--- config.mk ---
export PLATFORM = sky130hd
export DESIGN_NAME = digital_lock_ctrl
export DESIGN_NICKNAME = d
export VERILOG_FILES = /design/src/rtl/digital_lock_ctrl.sv
export SDC_FILE = /design/constraint.sdc
export NUM_CORES = 1
export LEC_CHECK = 0
export BUFFER_PORTS_ARGS = -buffer_cell sky130_fd_sc_hd__buf_2
export CAP_MARGIN = 20
export CORE_MARGIN = 1
export CORE_UTILIZATION = 45
export DETAILED_ROUTE_END_ITERATION = 16
export GPL_TIMING_DRIVEN = 0
export PLACE_DENSITY = 0.64
export SLEW_MARGIN = 15
export SYNTH_ARGS = -nofsm -noshare
export SYNTH_HDL_FRONTEND = slang
export SYNTH_SLANG_ARGS = --single-unit
export TNS_END_PERCENT = 100
--- constraint.sdc ---
create_clock -name clk -period 4.2 [get_ports clk]
set_input_delay 0.42 -clock clk [delete_from_list [all_inputs] [get_ports clk]]
set_output_delay 0.42 -clock clk [all_outputs]
set_load 0.02 [all_outputs]
--- src/rtl/digital_lock_ctrl.sv ---
// rtl/digital_lock_ctrl.sv - four-digit BCD keypad lock controller with timed open/fail/lockout states
// Optional feature: define LOCK_MASTER_CODE_EN to accept 9999 as a master code in CHECK.
module digital_lock_ctrl #(
    parameter logic [15:0] RESET_CODE     = 16'h1234,
    parameter int          OPEN_CYCLES    = 50_000_000,
    parameter int          FAIL_CYCLES    = 25_000_000,
    parameter int          LOCKOUT_CYCLES = 250_000_000,
    parameter int          MAX_FAIL       = 3
) (
    input  logic       clk,
    input  logic       rst,
    input  logic [3:0] digit_in,
    input  logic       key0,
    input  logic       key1,
    input  logic       key2,
    input  logic       key3,
    input  logic       switch4,
    output logic [3:0] out_1,
    output logic [3:0] out_2,
    output logic [3:0] out_3,
    output logic [3:0] out_4,
    output logic       unlock,
    output logic       buzz,
    output logic [2:0] state,
    output logic [1:0] fail_cnt
);

    typedef enum logic [2:0] {
        S_IDLE    = 3'd0,
        S_ENTRY   = 3'd1,
        S_CHECK   = 3'd2,
        S_OPEN    = 3'd3,
        S_FAIL    = 3'd4,
        S_LOCKOUT = 3'd5,
        S_SETPW   = 3'd6
    } state_t;

    // Timer only ever counts 0 .. limit-1, so log2 of the largest limit is enough.
    localparam int MAX_A = (OPEN_CYCLES > FAIL_CYCLES) ? OPEN_CYCLES : FAIL_CYCLES;
    localparam int MAX_T = (MAX_A > LOCKOUT_CYCLES) ? MAX_A : LOCKOUT_CYCLES;
    localparam int TW    = (MAX_T > 1) ? $clog2(MAX_T) : 1;

    localparam logic [TW-1:0] OPEN_LAST    = TW'(OPEN_CYCLES - 1);
    localparam logic [TW-1:0] FAIL_LAST    = TW'(FAIL_CYCLES - 1);
    localparam logic [TW-1:0] LOCKOUT_LAST = TW'(LOCKOUT_CYCLES - 1);
    localparam logic [1:0]    MAX_FAIL_L   = 2'(MAX_FAIL);

    state_t          cur_state;
    state_t          nxt_state;
    logic [2:0]      count;
    logic [15:0]     password;
    logic [TW-1:0]   timer;
    logic [TW-1:0]   timer_last;
    logic            timer_done;
    logic            timed_state;

    logic            k0;
    logic            k1;
    logic            k2;
    logic            k3;
    logic            digit_ok;
    logic            match;
    logic [15:0]     entry_buf;
    logic [1:0]      fail_next;

    logic            shift_en;
    logic            clear_buf;
    logic            store_pw;
    logic            fail_inc;
    logic            fail_clr;
    logic            unlock_d;
    logic            buzz_d;

    assign state     = cur_state;
    assign entry_buf = {out_4, out_3, out_2, out_1};
    assign fail_next = fail_cnt + 2'd1;

    // Only the highest-priority key of a cycle is seen: key2 > key1 > key0 > key3.
    assign k2 = key2;
    assign k1 = key1 & ~key2;
    assign k0 = key0 & ~key1 & ~key2;
    assign k3 = key3 & ~key0 & ~key1 & ~key2;

    assign digit_ok = k0 && (digit_in <= 4'd9) && (count < 3'd4);

`ifdef LOCK_MASTER_CODE_EN
    assign match = (count == 3'd4) && ((entry_buf == password) || (entry_buf == 16'h9999));
`else
    assign match = (count == 3'd4) && (entry_buf == password);
`endif

    // Select the final timer value for whichever timed state is active.
    always_comb begin
        timer_last  = '0;
        timed_state = 1'b0;
        case (cur_state)
            S_OPEN: begin
                timer_last  = OPEN_LAST;
                timed_state = 1'b1;
            end
            S_FAIL: begin
                timer_last  = FAIL_LAST;
                timed_state = 1'b1;
            end
            S_LOCKOUT: begin
                timer_last  = LOCKOUT_LAST;
                timed_state = 1'b1;
            end
            default: begin
                timer_last  = '0;
                timed_state = 1'b0;
            end
        endcase
    end

    assign timer_done = timed_state && (timer == timer_last);

    // State register.
    always_ff @(posedge clk or posedge rst) begin
        if (rst) begin
            cur_state <= S_IDLE;
        end else begin
            cur_state <= nxt_state;
        end
    end

    // Next-state logic plus the datapath strobes that go with each transition.
    always_comb begin
        nxt_state = cur_state;
        shift_en  = 1'b0;
        clear_buf = 1'b0;
        store_pw  = 1'b0;
        fail_inc  = 1'b0;
        fail_clr  = 1'b0;
        case (cur_state)
            S_IDLE: begin
                if (k2) begin
                    clear_buf = 1'b1;
                end else if (digit_ok) begin
                    shift_en  = 1'b1;
                    nxt_state = S_ENTRY;
                end
            end
            S_ENTRY: begin
                if (k2) begin
                    clear_buf = 1'b1;
                    nxt_state = S_IDLE;
                end else if (k1) begin
                    nxt_state = S_CHECK;
                end else if (digit_ok) begin
                    shift_en = 1'b1;
                end
            end
            S_CHECK: begin
                if (match) begin
                    fail_clr  = 1'b1;
                    nxt_state = S_OPEN;
                end else begin
                    fail_inc  = 1'b1;
                    nxt_state = (fail_next == MAX_FAIL_L) ? S_LOCKOUT : S_FAIL;
                end
            end
            S_OPEN: begin
                if (timer_done || k2) begin
                    clear_buf = 1'b1;
                    nxt_state = S_IDLE;
                end else if (k3 && switch4) begin
                    clear_buf = 1'b1;
                    nxt_state = S_SETPW;
                end
            end
            S_FAIL: begin
                if (timer_done) begin
                    clear_buf = 1'b1;
                    nxt_state = S_IDLE;
                end
            end
            S_LOCKOUT: begin
                if (timer_done) begin
                    clear_buf = 1'b1;
                    fail_clr  = 1'b1;
                    nxt_state = S_IDLE;
                end
            end
            S_SETPW: begin
                if (k2) begin
                    clear_buf = 1'b1;
                    nxt_state = S_IDLE;
                end else if (k1 && (count == 3'd4)) begin
                    store_pw  = 1'b1;
                    clear_buf = 1'b1;
                    nxt_state = S_IDLE;
                end else if (digit_ok) begin
                    shift_en = 1'b1;
                end
            end
            default: begin
                clear_buf = 1'b1;
                nxt_state = S_IDLE;
            end
        endcase
    end

    // Output decode from the upcoming state so the registered outputs track the state register.
    always_comb begin
        unlock_d = (nxt_state == S_OPEN);
        buzz_d   = (nxt_state == S_FAIL) || (nxt_state == S_LOCKOUT);
    end

    // Registered servo and buzzer outputs.
    always_ff @(posedge clk or posedge rst) begin
        if (rst) begin
            unlock <= 1'b0;
            buzz   <= 1'b0;
        end else begin
            unlock <= unlock_d;
            buzz   <= buzz_d;
        end
    end

    // Entry buffer, digit count, stored password and failure counter.
    always_ff @(posedge clk or posedge rst) begin
        if (rst) begin
            out_1    <= 4'd0;
            out_2    <= 4'd0;
            out_3    <= 4'd0;
            out_4    <= 4'd0;
            count    <= 3'd0;
            password <= RESET_CODE;
            fail_cnt <= 2'd0;
        end else begin
            if (store_pw) begin
                password <= entry_buf;
            end
            if (clear_buf) begin
                out_1 <= 4'd0;
                out_2 <= 4'd0;
                out_3 <= 4'd0;
                out_4 <= 4'd0;
                count <= 3'd0;
            end else if (shift_en) begin
                out_4 <= out_3;
                out_3 <= out_2;
                out_2 <= out_1;
                out_1 <= digit_in;
                count <= count + 3'd1;
            end
            if (fail_clr) begin
                fail_cnt <= 2'd0;
            end else if (fail_inc) begin
                fail_cnt <= fail_next;
            end
        end
    end

    // Dwell timer: restarts on every state change, counts while a timed state persists.
    always_ff @(posedge clk or posedge rst) begin
        if (rst) begin
            timer <= '0;
        end else if (timed_state && (nxt_state == cur_state)) begin
            timer <= timer + 1'b1;
        end else begin
            timer <= '0;
        end
    end

endmodule

## After elaboration in Yosys (flattened, before gate mapping)

Index checks and enable logic that the tools add are counted.

- Bitwise operators: 9
- Mux-type cells: 47
- $mul: 0
- Eq/ne operators: 14
- Reductions and logical operators: 15
- $lt $le $gt $ge: 2
- Add/subtract/negate cells: 3
- Div/mod/pow operators: 0
- Shift-type cells: 0

Operator list:

| cell | count |
|---|---|
| $pmux 28 s3 | 1 |
| $mux 3 | 12 |
| $mux 4 | 8 |
| $add 28x1->28 const B | 1 |
| $eq 28x28->1 | 1 |
| $mux 28 | 1 |
| $mux 1 | 19 |
| $eq 3x3->1 const B | 6 |
| $pmux 3 s6 | 1 |
| $eq 16x16->1 | 1 |
| $eq 3x2->1 const B | 3 |
| $logic_and 1x1->1 | 7 |
| $and 1x1->1 | 6 |
| $pmux 1 s5 | 1 |
| $le 4x4->1 const B | 1 |
| $mux 2 | 2 |
| $reduce_bool 2->1 | 2 |
| $reduce_or 2->1 | 2 |
| $add 3x1->3 const B | 1 |
| $eq 3x1->1 const B | 1 |
| $eq 3x3->1 | 1 |
| $logic_not 3->1 | 1 |
| $lt 3x3->1 const B | 1 |
| $not 1->1 | 3 |
| other kinds (6) | 7 |

- Register bits: 70
- Bits in writable memories: 0
- Input port bits: 11
- Bits in read-only memories: 0
- Memories kept: 0
- Logic and storage cells: 101
- Bits in latches: 0

## Depth between registers and ports, before layout

Gate-level depths: netlist of the first run.

- Word-level depth: 11
- Gate-level depth with buffers: 11
- Depth with buffers taken out: 9

## Worst setup path before layout of the first run

Ideal clock, no wire load.

- Path kind: reg-to-reg
- From: register cur_state[0], in the netlist state[0]
- To: register count[0]
- Setup slack: 1.778 ns
- Arrival: 2.300 ns
- Path buffers: 3
- Library setup time: 0.122 ns
- Required time: 4.078 ns
- Cell stages (with the launch flop): 11
- Cell sequence: dfrtp_1 -> buf_2 -> and3b_1 -> or3_1 -> a211oi_2 -> and3_1 -> and2_4 -> o221a_4 -> buf_6 -> buf_6 -> nor3_1

- Cells in the longest elaborated chain, start to end: 8
- Elaborated cells between the ends (all ways): 21
- Those cells by class: 7 x eq/ne; 7 x mux; 7 x reduce/logical

Ends and longest elaborated chain:

| what | RTL line | source |
|---|---|---|
| from (decl) | 48 | `state_t cur_state;` |
| from (signal assigned) | 123 | `cur_state <= nxt_state;` |
| $eq 3x3->1 / $eq 3x2->1 (equally long branches) | 96, 135 |  |
| $pmux 28 s3 / $reduce_or 3->1 (equally long branches) | n/a |  |
| $eq 28x28->1 / $mux 1 (equally long branches) | 116, 96 |  |
| $logic_and 1x1->1 | 116 | `assign timer_done = timed_state && (timer == timer_last);` |
| $logic_or 1x1->1 | 164 | `if (timer_done \|\| k2) begin` |
| $mux 1 | 164 |  |
| $pmux 1 s5 | 135 | `case (cur_state)` |
| $mux 3 / $reduce_bool 2->1 (equally long branches) | n/a |  |
| to (signal assigned) | 246 | `count <= count + 3'd1;` |
| to (decl) | 50 | `logic [2:0] count;` |

Parallel ways exist; a longest one is shown, timed or not.
A chain may end at the register's enable or synchronous reset.

## Final worst setup path of the first run

- From: register cur_state[2], in the netlist state[2]
- To: register timer[22]

- Cells in the longest elaborated chain, start to end: 10
- Elaborated cells between the ends (all ways): 27
- Those cells by class: 8 x eq/ne; 13 x mux; 6 x reduce/logical

Ends and longest elaborated chain:

| what | RTL line | source |
|---|---|---|
| $eq 3x3->1 / $eq 3x2->1 (equally long branches) | 96, 135 |  |
| $pmux 28 s3 / $reduce_or 3->1 (equally long branches) | n/a |  |
| $eq 28x28->1 / $mux 1 (equally long branches) | 116, 96 |  |
| $logic_and 1x1->1 | 116 |  |
| $logic_or 1x1->1 | 164 |  |
| $mux 3 | 164 |  |
| $pmux 3 s6 | 135 |  |
| $eq 3x3->1 | 260 | `end else if (timed_state && (nxt_state == cur_state)) begin` |
| $logic_and 1x1->1 (*) | 260 |  |
| $mux 28 (*) | 260 |  |
| to (signal assigned) | 261 | `timer <= timer + 1'b1;` |
| to (decl) | 52 | `logic [TW-1:0] timer;` |

Every way passes the cells marked *; elsewhere a longest branch is shown, timed or not.

==> results by group, run 1 <==
Run status
  • Outcome: complete, no violations

Critical path
  • Startpoint class of the critical path: register
  • Endpoint class of the critical path: register
  • Worst Path Arrival: 2970 ps
  • Crit path max fanout: 10
  • Critical path origin: state[2]
  • Reg2reg start: state[2]
  • Critical path type: reg -> reg
  • Req. time, crit path: 4430 ps

Layout
  • Fin util: 0.5274
  • Final Instance Area: 4312 µm²
  • Filler instances: 731
  • Non-Filler Instances: 513
  • Layout area overhead: 13.62%
  • Total Nets Final: 418
  • Proportion of layout cells with a drive suffix above 1: 0.2402
  • FF/Latch Area: 1758 µm²
  • N_diodes: 0
  • Multi-input logic area: 1886 µm²

Drt
  • Met2 Wirelength: 3.805 mm
  • Final wirelength: slightly above 8 mm
  • Initial DRC count: 121
  • Via density: around 5.5
  • Residual DRC: 0
  • Wl on met1: 3.964 mm
  • Met3 routed WL: 230 µm
  • DRT Pass-1 Iters: 4
  • Vias: 2825
  • Wire length per cell: 15.76 µm
  • Post-DRT Antenna Nets: 0
  • Top Layer Used: met4

Clock tree
  • Setup bufs post-CTS: 0
  • Clock slew at reported path FFs: 100 ps
  • # resized after CTS: 0
  • Cts bufs inserted: 9
  • Clock sink count: 70
  • CTS tree: yes
  • Root buf cell: clkbuf_8
  • CTS max path bufs: 2
  • Clk_lat worst skew: 350 ps
  • H-tree depth: 3
  • Hold-fix buffers, CTS: 1

Floorplan
  • IO Pins: 34
  • Core ar.: 8175 µm²
  • Rows: 33
  • Starting Density: 0.4642
  • Die Ht: 93.83 µm
  • Die ar.: 8804 µm²
  • Die width: between 90 and 100 µm

GRT
  • First-pass GRT wire length: between 10 and 15 mm
  • Grt total ovfl: 0
  • Pin count of the biggest net entering global routing: between 60 and 70
  • Vias in the first global route: roughly 2700
  • Initial antenna violation count: 0
  • GR Util All Layers: 0.1987

STA
  • Final min period: 2738 ps
  • Setup tns final: 0 ps
  • Worst Skew: 20.26 ps
  • Final hold violation count: 0
  • Slew HR: 0.5143
  • Tcrit/Tclk final: 0.6520
  • Max Fclk: 0.3652 GHz
  • Final Max Slew Viols: 0
  • Worst-Margin Slew: 728.5 ps
  • RSZ-0062 raised after global routing: no
  • Endpoints failing setup: 0

Yosys
  • Synth area leader: dfrtp_1
  • Area share of the largest cell type after synthesis: 0.4286
  • Post-synth top cells: dfrtp_1, nor2_1, xnor2_1
  • Yosys Warn Count: 0
  • Synth async-reset ratio: 1.000
  • Post-synth EDFFs: 0
  • Mapped Area: between 3000 and 4000 µm²
  • Cell variety after synth: 55
  • Synth Flop Type: dfrtp_1
  • FF+latch count, synth: 70
  • Largest cells by area after synthesis: dfrtp_1, xnor2_1, mux2i_1, mux2_2, xor2_1
  • Top-count cell post-synth: dfrtp_1
  • Syn nets: 373
  • Mean post-synth cell area: 10.60 µm²
  • Mapped Cells: 358
  • Register area share after synthesis: 0.4632

Power and ir drop
  • Total Power: 1836 µW
  • Max VDD drop: 0.1782 mV
  • Pleak: 0.002037 µW
  • Power per cell area: 425.8 nW/µm²

Placement
  • Dpl cells: 496
  • Post-DP HPWL: roughly 5.7 mm
  • RePlAce Congestion: 0.8097
  • Port buffer count: 32
  • Post-Place Cell Area: 4116 µm²

Flow run
  • Number of max-cap violations: 0

Hold path
  • Worst Hold Class: in -> reg
  • Worst hold start: digit_in[3]
worst max-delay path, cell delays in order (launching register included):
cell	delay, ps
dfrtp_1	500
nor3b_1	610
o21ai_0	200
a211oi_2	300
and3_1	230
a21oi_1	140
a31oi_4	370
buf_6	200
nor2_1	60
cell families after synthesis:
kind of cell	synth area share
fa+ha+maj	0.01319
compound gates	0.07946
flops	0.4632
mux	0.09759
simple gates	0.2028
buf+inv	0.03990
xor+xnor	0.1039
metal layers:
layer  vias to the layer above  global-route usage
met3                         9             0.03641
met4                         0             0.06154
met5                         -                   0
met1                      1402              0.2772
li1                       1366                   -
met2                        48              0.3120
power by group:
part | switching, µW | total [µW] | internal, µW
Combinational | 342 | 577 | 236
Clock | 298 | 523 | 226
Sequential | 30.9 | 735 | 705
Total | 670 | 1840 | 1170
area by class of cell:
class | instances | area share
inverter | 10 | 0.009286
clock buffer | 9 | 0.02873
buffer | 16 | 0.02641
clock inverter | 7 | 0.01422
multi-input combinational | 262 | 0.4373
sequential | 70 | 0.4077
tap | 105 | 0.03047
timing repair buffer | 34 | 0.04585
cell usage in the layout (no fill, tap or decap), drive strengths merged, types with 2 or more instances in the layout:
master	n
a32oi	2
a31oi	3
nand2	15
nor2b	3
nor2	39
mux2i	19
or2	3
o21ai	8
clkinvlp	2
xor2	20
and4	3
nor4b	3
dfstp	5
o221a	2
or3	2
a41oi	2
dfrtp	65
clkbuf	12
and2	2
nand4b	3
nand3	17
a21oi	2
inv	14
mux2	16
a211oi	3
nor3b	2
nand2b	2
a22oi	3
nor4	4
xnor2	25
nor3	23
ha	4
buf	46
a211o	2
nand4	10
a31o	2
and3	9
sequential cells by signal, summed over array words and instances, names as in the netlist:
| register | cells |
|---|---|
| out_1 | 4 |
| timer | 28 |
| out_2 | 4 |
| state | 3 |
| count | 3 |
| out_4 | 4 |
| out_3 | 4 |
| buzz | 1 |
| password | 16 |
| fail_cnt | 2 |
| unlock | 1 |
path summary, 6_finish.rpt:
path	to	slack, ps	depth (start not counted)
worst min register to register	timer[0]	530	1
worst max-delay path	timer[22]	1460	8
max in group asynchronous	password[5]	3100	4
min in group asynchronous	out_1[3]	520	3
worst max register to register	timer[22]	1460	8
worst min-delay path	out_1[3]	360	3
stage by stage:
| step | worst slack, ps | hold slack [ps] |
|---|---|---|
| finish | 1462 | 359.5 |
| global route | 1315 | 388.9 |
| CTS | 1492 | 358.2 |
| detailed placement | 1515 | 340.6 |
| global placement | 1093 | 507.8 |
| floorplan | 1778 | 484.7 |
No activity file was read; power rests on OpenSTA's default activity.
==> inputs of run 2 (changes only) <==
Clock period 4.2 ns to 2.7 ns, I/O delays scaled along.
==> results by group, run 2 (synthesis results as in run 1) <==
Placement
  • RePlAce Congestion: 0.8097
  • Port buffer count: 32
  • Dpl ws: 14.78 ps
  • Post-DP HPWL: 5.706 mm
  • Dpl cells: 496

Critical path
  • Worst Path Arrival: 2790 ps
  • Crit path max fanout: 10
  • CP Cell Sequence: buf_2, and3b_1, or3_1, a211oi_2, and3_1, and2_4, o221a_4, buf_6, buf_6, nor3_1
  • WP buf/inv: 3
  • Most used cell, CP: buf_6
  • Delay-heaviest family, CP: simple AND/OR/NAND/NOR gates
  • Worst stage delay on the critical path: 410 ps
  • Critical path type: reg -> reg
  • Req. time, crit path: 2940 ps
  • Endpoint class of the critical path: register
  • Startpoint class of the critical path: register
  • CP max-delay cell: dfrtp_1

Floorplan
  • Rows: 33
  • IO Pins: 34
  • Core ar.: 8175 µm²
  • Die width: 93.83 µm
  • Starting Density: 0.4642
  • Die ar.: 8804 µm²
  • Die Ht: 93.83 µm

Layout
  • Most common cell after layout, fill and taps aside: dfrtp_1
  • N_diodes: 0
  • Non-Filler Instances: around 510
  • Most frequent cells in the layout: dfrtp_1, nor2_1, buf_2
  • Largest Register: timer
  • Layout area overhead: 14.41%
  • Max FFs per register: 28
  • Total Nets Final: 419
  • Proportion of layout cells with a drive suffix above 1: 0.2494
  • Top flop regs: timer: 28 flops, password: 16 flops
  • Filler instances: 728

Power and ir drop
  • Max VDD drop: approximately 0.28 mV
  • Total Power: 2877 µW
  • Power per cell area: between 600 and 700 nW/µm²
  • Pleak: 0.002058 µW

Hold path
  • Worst Hold Class: in -> reg

Drt
  • Wl on met1: 3.894 mm
  • Residual DRC: 0
  • Final wirelength: between 8 and 9 mm
  • Post-DRT Antenna Nets: 0
  • Top Layer Used: met4
  • Met2 Wirelength: 3.785 mm
  • Met3 routed WL: between 200 and 300 µm
  • Initial DRC count: between 100 and 150
  • Vias: 2828
  • Via density: 5.502
  • Wire length per cell: 15.71 µm
  • DRT Pass-1 Iters: 4

Clock tree
  • Clock sink count: 70
  • H-tree depth: 3
  • CTS tree: yes
  • Root buf cell: clkbuf_8
  • Clk_lat worst skew: 350 ps
  • Clock slew at reported path FFs: about 100 ps
  • CTS max path bufs: 2
  • Cts bufs inserted: 9

STA
  • Final Max Slew Viols: 0
  • Worst-Margin Slew: 566.3 ps
  • RSZ-0062 raised after global routing: no
  • Final hold violation count: 0
  • Worst Skew: 19.32 ps
  • Slew HR: 0.6224
  • Setup WS post-layout: 153.3 ps
  • Endpoints failing setup: 0
  • Max Fclk: 0.3927 GHz
  • Final min period: around 2500 ps
  • Tcrit/Tclk final: 0.9432
  • WHS: around 210 ps

Run status
  • Outcome: complete, no violations

GRT
  • First-pass GRT wire length: 13.45 mm
  • Initial antenna violation count: 0
  • Pin count of the biggest net entering global routing: 61
  • GR Util All Layers: 0.1987
  • Vias in the first global route: 2698
  • Grt total ovfl: 0

Flow run
  • Number of max-cap violations: 0
==> run 2: stage by stage <==
step                setup TNS [ps]  utilization  instance area (µm²)
global placement            -16520       0.4998                 4086
floorplan                        0            -                 3795
detailed placement               0       0.5035                 4116
finish                           0       0.5311                 4342
CTS                              0       0.5280                 4317
global route                     0       0.5311                 4342
==> run 2: layout make-up <==
type | count | area [µm²] | share of cell area
buffer | 15 | 111.4 | 0.02565
sequential | 70 | 1758 | 0.4049
multi-input combinational | 262 | 1891 | 0.4354
timing repair buffer | 36 | 225.2 | 0.05187
clock buffer | 9 | 123.9 | 0.02853
tap | 105 | 131.4 | 0.03026
clock inverter | 7 | 61.31 | 0.01412
inverter | 10 | 40.04 | 0.009222
==> run 2: metal layers <==
layer / track usage / up-vias
met4: 0.06154 / 0
li1: - / 1365
met3: 0.03641 / 14
met5: 0 / -
met1: 0.2772 / 1393
met2: 0.3120 / 56
==> run 2: tightest hold or removal path, stage by stage <==
cell	delay, ps
buf_2	80
mux2i_1	50
nor3_1	110
==> run 2: path summary, 6_finish.rpt <==
| check | from | endpoint | slack, ps | depth (start not counted) |
|---|---|---|---|---|
| max in group asynchronous | rst | password[5] | 1750 | 4 |
| setup / recovery | state[0] | count[0] | 150 | 10 |
| hold reg to reg | timer[0] | timer[0] | 530 | 1 |
| setup reg to reg | state[0] | count[0] | 150 | 10 |
| min in group asynchronous | rst | out_1[3] | 370 | 3 |
| hold / removal | digit_in[3] | out_1[3] | 210 | 3 |
==> run 2: timing repair <==
action / CTS / global route
hold buffers: 1 / 0
buffers inserted: 0 / 2
pin swaps: 0 / 1
hold endpoints to repair: 9 / 0
gates resized for setup: 1 / 2
endpoints found under the setup margin: 8 / 40
==> run 2: report_power, final <==
part / leakage, µW / internal (µW) / switching, µW
registers: 0.000955 / 1100 / 49.6
clock network: 0.0000888 / 351 / 464
logic: 0.00101 / 384 / 532
total: 0.00206 / 1830 / 1050
==> inputs of run 3 (changes only) <==
Settings changed: RECOVER_POWER set to 100.
==> results by group, run 3 (synthesis results as in run 1) <==
Hold path
  • Worst hold start: digit_in[3]
  • Worst Hold Class: in -> reg
  • Hold path depth: 3
  • WHS Endpoint: out_1[3]

Layout
  • Largest Register: timer
  • Multi-input logic area: 1872 µm²
  • Final Instance Area: between 4000 and 5000 µm²
  • Filler instances: 750
  • Total Nets Final: ~420
  • Non-Filler Instances: between 500 and 600
  • Layout area overhead: 12.53%
  • Most frequent cells in the layout: dfrtp_1, nor2_1, clkbuf_1
  • Top flop regs: timer: 28 flops, password: 16 flops
  • Most common cell after layout, fill and taps aside: dfrtp_1
  • Proportion of layout cells with a drive suffix above 1: 0.1883
  • Max FFs per register: 28
  • N_diodes: 0
  • FF/Latch Area: 1758 µm²

Drt
  • Residual DRC: 0
  • Wire length per cell: 15.74 µm
  • Final wirelength: 8.088 mm
  • Initial DRC count: 140
  • DRT Pass-1 Iters: 4
  • Post-DRT Antenna Nets: 0
  • Via density: 5.547
  • Vias: between 2000 and 3000

STA
  • WHS: around 210 ps
  • Endpoints failing setup: 0
  • Setup tns final: 0 ps
  • Max Fclk: ~0.39 GHz
  • Slew HR: 0.007065
  • Final Max Slew Viols: 0
  • Final hold violation count: 0
  • Tcrit/Tclk final: 0.9492
  • RSZ-0062 raised after global routing: no
  • Final min period: 2563 ps
  • Worst Skew: ~20 ps
  • Worst-Margin Slew: approximately 1500 ps

Critical path
  • Startpoint class of the critical path: register
  • CP max-delay cell: dfrtp_1
  • Req. time, crit path: 2940 ps
  • WP buf/inv: 3
  • CP Cell Sequence: buf_2, and3b_1, or3_1, a211oi_2, and3_1, and2_4, o221a_2, buf_6, buf_6, nor3_1
  • Worst stage delay on the critical path: 410 ps
  • Endpoint class of the critical path: register
  • Crit path max fanout: 10
  • Delay-heaviest family, CP: simple AND/OR/NAND/NOR gates
  • Critical path type: reg -> reg
  • Worst reg2reg path endpoint: count[0]
  • Worst Path Arrival: around 2800 ps
  • Reg2reg start: state[0]
  • R2r worst-path depth: 10
  • Cell count along the critical path: 10
  • Most used cell, CP: buf_6
  • R2r setup slk: about 140 ps

Clock tree
  • Root buf cell: clkbuf_8
  • Clock slew at reported path FFs: 100 ps
  • Cts bufs inserted: 9
  • H-tree depth: 3
  • CTS max path bufs: 2
  • Clock sink count: 70
  • CTS tree: yes
  • Clk_lat worst skew: between 300 and 400 ps

Floorplan
  • Starting Density: 0.4642
  • Die Ht: 93.83 µm
  • IO Pins: 34
  • Rows: 33
  • Core ar.: 8175 µm²
  • Die ar.: 8804 µm²
  • Die width: roughly 94 µm

GRT
  • Met3 Resource Use GR: 0.03641
  • Grt total ovfl: 0
  • First-pass GRT wire length: 13.45 mm
  • Initial antenna violation count: 0
  • Vias in the first global route: 2698
  • GR Util met1: 0.2772
  • Top Usage Layer GRT: met2
  • Met2 global-route usage: 0.3120
  • Pin count of the biggest net entering global routing: 61
  • GR Util All Layers: 0.1987

Power and ir drop
  • Comb power frac: 0.311
  • Power per cell area: 667.4 nW/µm²
  • Pleak: 0.001939 µW
  • Clock share of power: 0.287
  • Register share of total power: 0.403
  • Net Sw Frac: 0.3648
  • Cell Int Power: 1810 µW
  • Sw power: just over 1000 µW
  • Max VDD drop: 0.2716 mV

Flow run
  • Number of max-cap violations: 1

Run status
  • Outcome: complete, but fails checks
  • Failing checks: max-capacitance violations

Placement
  • Post-Place Cell Area: approximately 4100 µm²
  • RePlAce Congestion: 0.8097
  • Post-DP HPWL: 5.706 mm
  • Port buffer count: 32
  • Dpl cells: 496
## run 3: changes by cell type in the layout (fill, tap and decap cells not counted), sizes merged
cell | previous run | this run
buf | 47 | 22
inv | 14 | 13
clkinvlp | 2 | 3
clkbuf | 12 | 37
## run 3: power by group through the flow
stage                     combinational (µW)  clock (µW)  sequential (µW)
after floorplan                          635           0             1210
after global placement                   879           0             1160
after detailed placement                 887           0             1160
after CTS                                896         835             1150
after global routing                     965         879             1160
final                                    886         817             1150
## run 3: cell type report
type,instances,area share
Clock inverter,7,0.01436
Tap cell,105,0.03076
Buffer,15,0.02608
Clock buffer,9,0.02901
Sequential cell,70,0.4117
Inverter,10,0.009083
Multi-Input combinational cell,262,0.4383
Timing Repair Buffer,36,0.04073
## run 3: worst max path at each step
stage	from	endpoint	slack, ps
floorplan	state[0]	count[0]	280
CTS	state[0]	password[1]	50
detailed placement	state[2]	timer[14]	10
finish	state[0]	count[0]	140
global placement	rst	timer[12]	-260
global route	state[0]	password[1]	30
## run 3: timing repair
item	CTS	global route
endpoints found under the setup margin	8	40
gates resized for setup	1	2
setup buffers	0	2
pin swaps	0	1
hold buffers	1	0
endpoints found under the hold margin	9	0
gates cloned	0	0
## run 3: layer usage
layer	vias up	wire length (µm)	share of wire
li1	1371	-	-
met4	0	110	0.014
met2	50	3772	0.47
met5	-	0	0
met1	1419	3979	0.49
met3	11	225	0.028
## run 3: worst reg2reg max path: stages (launching register included)
cell and delay (ps):
dfrtp_1 410, buf_2 180, and3b_1 210, or3_1 360
a211oi_2 320, and3_1 230, and2_4 180, o221a_2 200
buf_6 140, buf_6 150, nor3_1 70
## run 3: metrics by stage
step                      power [µW]  utilization  worst slack (ps)
after floorplan                 1841            -             277.7
after CTS                       2877       0.5280             45.18
after detailed placement        2051       0.5035             14.78
after global routing            3000       0.5223             29.55
after global placement          2042       0.4998            -257.0
final                           2850       0.5223             137.1
